### src/rtl/desmapeamento.sv
// rtl/desmapeamento.sv - seven-segment pattern decoder with stability filter and error count
module desmapeamento #(
  parameter int ESTAVEL = 3
) (
  input  logic       Clock,
  input  logic       Reset_n,
  input  logic [6:0] Segmentos,
  input  logic       Amostra,
  output logic [4:0] Linha,
  output logic       Validade,
  output logic       Erro,
  output logic       Ambiguo,
  output logic       Pronto,
  output logic [7:0] ContErros
);

  typedef enum logic [1:0] {VAZIO, CONTANDO, TRAVADO} estado_t;

  localparam logic [3:0] EST4 = 4'(ESTAVEL);

  estado_t    estado;
  logic [6:0] candidato;
  logic [3:0] contagem;

  logic [4:0] d_linha;
  logic       d_val;
  logic       d_err;
  logic       d_amb;
  logic       igual;
  logic       chega;
  logic       commit;

  // Decode is taken from the live input: on every commit edge it equals the candidate.
  always_comb begin
    d_linha = 5'd0;
    d_val   = 1'b1;
    d_err   = 1'b0;
    d_amb   = 1'b0;
    case (Segmentos)
      7'b1011011: d_linha = 5'd0;
      7'b0011111: d_linha = 5'd1;
      7'b0110011: d_linha = 5'd2;
      7'b0111011: d_linha = 5'd3;
      7'b1110000: d_linha = 5'd4;
      7'b1110111: d_linha = 5'd5;
      7'b0010101: d_linha = 5'd6;
      7'b0101010: d_linha = 5'd7;
      7'b0110111: begin d_linha = 5'd8; d_amb = 1'b1; end
      7'b1111011: d_linha = 5'd9;
      7'b0011100: d_linha = 5'd10;
      7'b0111100: d_linha = 5'd11;
      7'b0001111: d_linha = 5'd12;
      7'b1100111: d_linha = 5'd15;
      7'b1000111: d_linha = 5'd16;
      7'b0111101: d_linha = 5'd17;
      7'b1001110: d_linha = 5'd18;
      7'b1110011: d_linha = 5'd19;
      7'b1101111: d_val = 1'b0;
      default: begin d_val = 1'b0; d_err = 1'b1; end
    endcase
  end

  always_comb begin
    igual  = (Segmentos == candidato);
    chega  = ((contagem + 4'd1) == EST4);
    commit = 1'b0;
    if (Amostra) begin
      case (estado)
        VAZIO:    commit = (EST4 == 4'd1);
        CONTANDO: commit = igual ? chega : (EST4 == 4'd1);
        TRAVADO:  commit = !igual && (EST4 == 4'd1);
        default:  commit = 1'b0;
      endcase
    end
  end

  always_ff @(posedge Clock or negedge Reset_n) begin
    if (!Reset_n) begin
      estado    <= VAZIO;
      candidato <= 7'd0;
      contagem  <= 4'd0;
      Linha     <= 5'd0;
      Validade  <= 1'b0;
      Erro      <= 1'b0;
      Ambiguo   <= 1'b0;
      Pronto    <= 1'b0;
      ContErros <= 8'd0;
    end else begin
      Pronto <= 1'b0;
      if (Amostra) begin
        if (estado == CONTANDO && igual) begin
          contagem <= contagem + 4'd1;
          if (chega) estado <= TRAVADO;
        end else if (estado == VAZIO || !igual) begin
          // New candidate restarts the run, from any state.
          candidato <= Segmentos;
          contagem  <= 4'd1;
          estado    <= (EST4 == 4'd1) ? TRAVADO : CONTANDO;
        end
      end
      if (commit) begin
        Linha    <= d_linha;
        Validade <= d_val;
        Erro     <= d_err;
        Ambiguo  <= d_amb;
        Pronto   <= 1'b1;
        if (d_err && ContErros != 8'hFF) ContErros <= ContErros + 8'd1;
      end
    end
  end

endmodule
### config.mk
export PLATFORM = sky130hd
export DESIGN_NAME = desmapeamento
export DESIGN_NICKNAME = d
export VERILOG_FILES = /design/src/rtl/desmapeamento.sv
export SDC_FILE = /design/constraint.sdc
export NUM_CORES = 1
export LEC_CHECK = 0
export ABC_AREA = 1
export CORE_MARGIN = 10
export CORE_UTILIZATION = 35
export CTS_CLUSTER_SIZE = 25
export DETAILED_ROUTE_END_ITERATION = 6
export MAX_ROUTING_LAYER = met4
export SYNTH_ARGS = -nofsm -noshare
export SYNTH_HDL_FRONTEND = slang
export SYNTH_SLANG_ARGS = --single-unit
### constraint.sdc
create_clock -name Clock -period 1.8 [get_ports Clock]
set_input_delay 0.36 -clock Clock [delete_from_list [all_inputs] [get_ports Clock]]
set_output_delay 0.36 -clock Clock [all_outputs]
set_load 0.005 [all_outputs]
==> summary.txt <==
Grt met1 use: 13.7%
Slew HR: 74.1%
Worst Setup End Kind: flop
Die width: 93.5 um
Hold Vio Cnt, Final: 0
Synth cell types: 28
Pwr Density: 581 nW/um2
Finished Cell Area: 2710 um2
Clk_skew: 9.89 ps
Worst path required time: 1970 ps
Worst-Margin Slew: 388 ps
Met2 usage: 19.0%
Startpoint types: input pin
Instance count of the mapped netlist: 262
Vias post-DR: 1,919
DR WL/cell: 11.5 um
Layout cells sized above 1: 25.0%
Crit path largest cell delay: 260 ps
Die height: 93.5 um
Largest cells by area after synthesis: dfrtp_1 40%, nand2_1 19%, nor2_1 5.6%, inv_1 4.4%, nand4_1 3.6%
Worst-path clk slew: 70 ps
Gr busiest metal: met2
Die area: 8740 um2
Synth Warn #: 0
RSZ-0062 raised after global routing: yes
Worst skew pair latency: 290 ps
Setup TNS: 0 ps
Final period utilization: 92.1%
Ys flop type: dfrtp_1
Initial antenna violation count: 0
Vias/cell: 4.68
CP max stage cell: dlygate4sd2_1
HP Class: in -> reg
Post-synth top cells: 98 x nand2_1, 30 x dfrtp_1, 28 x nor2_1, 22 x inv_1, 12 x nand3_1
Syn Nets: 275
Area growth, synth to finish: 43.6%
H-tree Lvls: 2
Largest net degree at the start of global routing: 31
Run status: complete, no violations
Core area: 5170 um2
TritonRoute pass-1 iters: 4
Leakage power: 1.40 nW
Post-CTS Hold Fix Bufs: 0
Synth top area share: 39.7%
Async S/R FF share, synth: 100%
Endpoints failing setup: 0
Max-cap viol count: 0
Clk buf depth: 2
Worst path bufs/invs: 3
Clock sink count: 30
#FFs+latches synth: 30
Global-route wire length before repair: 8250 um
TritonCTS clock tree: yes
CP dominant cell by count: nand2_1
Fin crit period: 1660 ps
Most common cell in the netlist: nand2_1
CP top delay family: simple AND/OR/NAND/NOR gates
Synth area leader: dfrtp_1
Fin cells: 410
VDD IR max: 0.400 mV
Register area share after synthesis: 39.7%
Cell Area, Placed: 2520 um2
Fin. max-slew vios: 0
EDFF count, synth: 0
Avg Inst Size Synth: 7.21 um2
Post-Route WL: 4720 um
Routed Antenna Nets: 0
Cell Chain, Critical Path: dlygate4sd2_1 -> buf_4 -> nand2_1 -> nand2_1 -> nor2_1 -> nand2_1 -> nor2_4 -> nand3_2 -> nor2_4 -> inv_2 -> nand2_1 -> o21ai_2
Root buf cell: clkbuf_8
Crit-path max FO: 12
Hold slack: 397 ps
Post-Syn Area: 1890 um2
Tot Pwr: 1.58 mW
Vias in the first global route: 1,938
Data arrival, critical path: 1830 ps
Critical path class: in -> reg
Met3 usage: 2.80%
Max Fclk: 0.603 GHz
Final GP Congestion: 0.919
CTS buffer count: 5
Final #Nets: 352
Drt first-iter violations: 55
Grt ovf: 0
Port bufs: 26
Antenna Cells: 0
I/O pin count: 27
Initial Util: 36.5%
Placed cells: 397
DRC viols: 0
GRT Util Overall: 11.8%
Number of core rows: 26
HPWL after DPL: 3600 um
==> kinds of logic after synthesis <==
kind of cell,synth area share (%)
AOI/OAI and AO/OA,8.68
xor gates and xnor gates,4.17
DFF,39.7
adders and majority gates,1.99
buffers and inverters,7.42
and+or+nand+nor,38.0
==> worst min-delay path: cells and delay by family <==
| family | cells | cell delay [ps] |
|---|---|---|
| compound gates | 1 | 50 |
| simple gates | 1 | 80 |
| buf+inv | 1 | 140 |
==> sequential cells by signal (all words and copies together) (netlist names) <==
| register | cells |
|---|---|
| Linha | 5 |
| Pronto | 1 |
| estado | 2 |
| candidato | 7 |
| ContErros | 8 |
| contagem | 4 |
| Erro | 1 |
| Validade | 1 |
| Ambiguo | 1 |
==> final cells by class <==
class                           count  area [um2]
Multi-Input combinational cell    202        1060
Timing Repair Buffer               75         616
Clock inverter                      3        40.0
Inverter                           25        93.8
Sequential cell                    30         751
Clock buffer                        5        68.8
Tap cell                           70        87.6
Fill cell                         499        2460
==> power breakdown <==
group	switching, mW	internal (mW)	leakage, nW
Sequential	0.0122	0.692	0.398
Combinational	0.117	0.0804	0.945
Clock	0.269	0.407	0.0579
Total	0.398	1.18	1.40
==> placed cells by master (no fill, tap or decap), drive strengths merged, types with 3 or more instances in the layout <==
| cell type | instances |
|---|---|
| nand2 | 99 |
| buf | 49 |
| nor2 | 32 |
| dfrtp | 30 |
| inv | 25 |
| clkdlybuf4s50 | 19 |
| nand3 | 15 |
| o21ai | 15 |
| nand4 | 11 |
| clkbuf | 9 |
| a21oi | 8 |
| nor3 | 5 |
| xor2 | 5 |
| xnor2 | 4 |
| ha | 3 |
==> timing repair <==
| action | in CTS | in global routing |
|---|---|---|
| gates resized for setup | 11 | 18 |
| hold endpoints to repair | 0 | 0 |
| endpoints found under the setup margin | 25 | 26 |
| pin swaps | 3 | 3 |
| buffers inserted | 5 | 0 |
==> final timing paths <==
path / end / cells after the start / slack [ps] / start
max: Linha[2] / 12 / 140 / Segmentos[6]
min: candidato[2] / 3 / 400 / Segmentos[2]
max reg2reg: ContErros[0] / 10 / 150 / contagem[0]
min reg2reg: Linha[1] / 2 / 480 / Linha[1]
max in group asynchronous: candidato[5] / 2 / 1040 / Reset_n
min in group asynchronous: ContErros[3] / 2 / 470 / Reset_n
==> metrics by stage <==
| stage | worst slack [ps] | util, % |
|---|---|---|
| detailed placement | -511 | 48.7 |
| CTS | 0.574 | 51.8 |
| global placement | -498 | 48.7 |
| floorplan | 125 | - |
| global route | -13.4 | 52.4 |
| finish | 142 | 52.4 |
==> per-layer routing <==
layer,wire [um],vias to the layer above
li1,-,994
met1,2200,879
met2,2220,36
met3,186,10
met4,107,0
met5,0,-
Note: power is estimated with default switching activity, not from simulation.
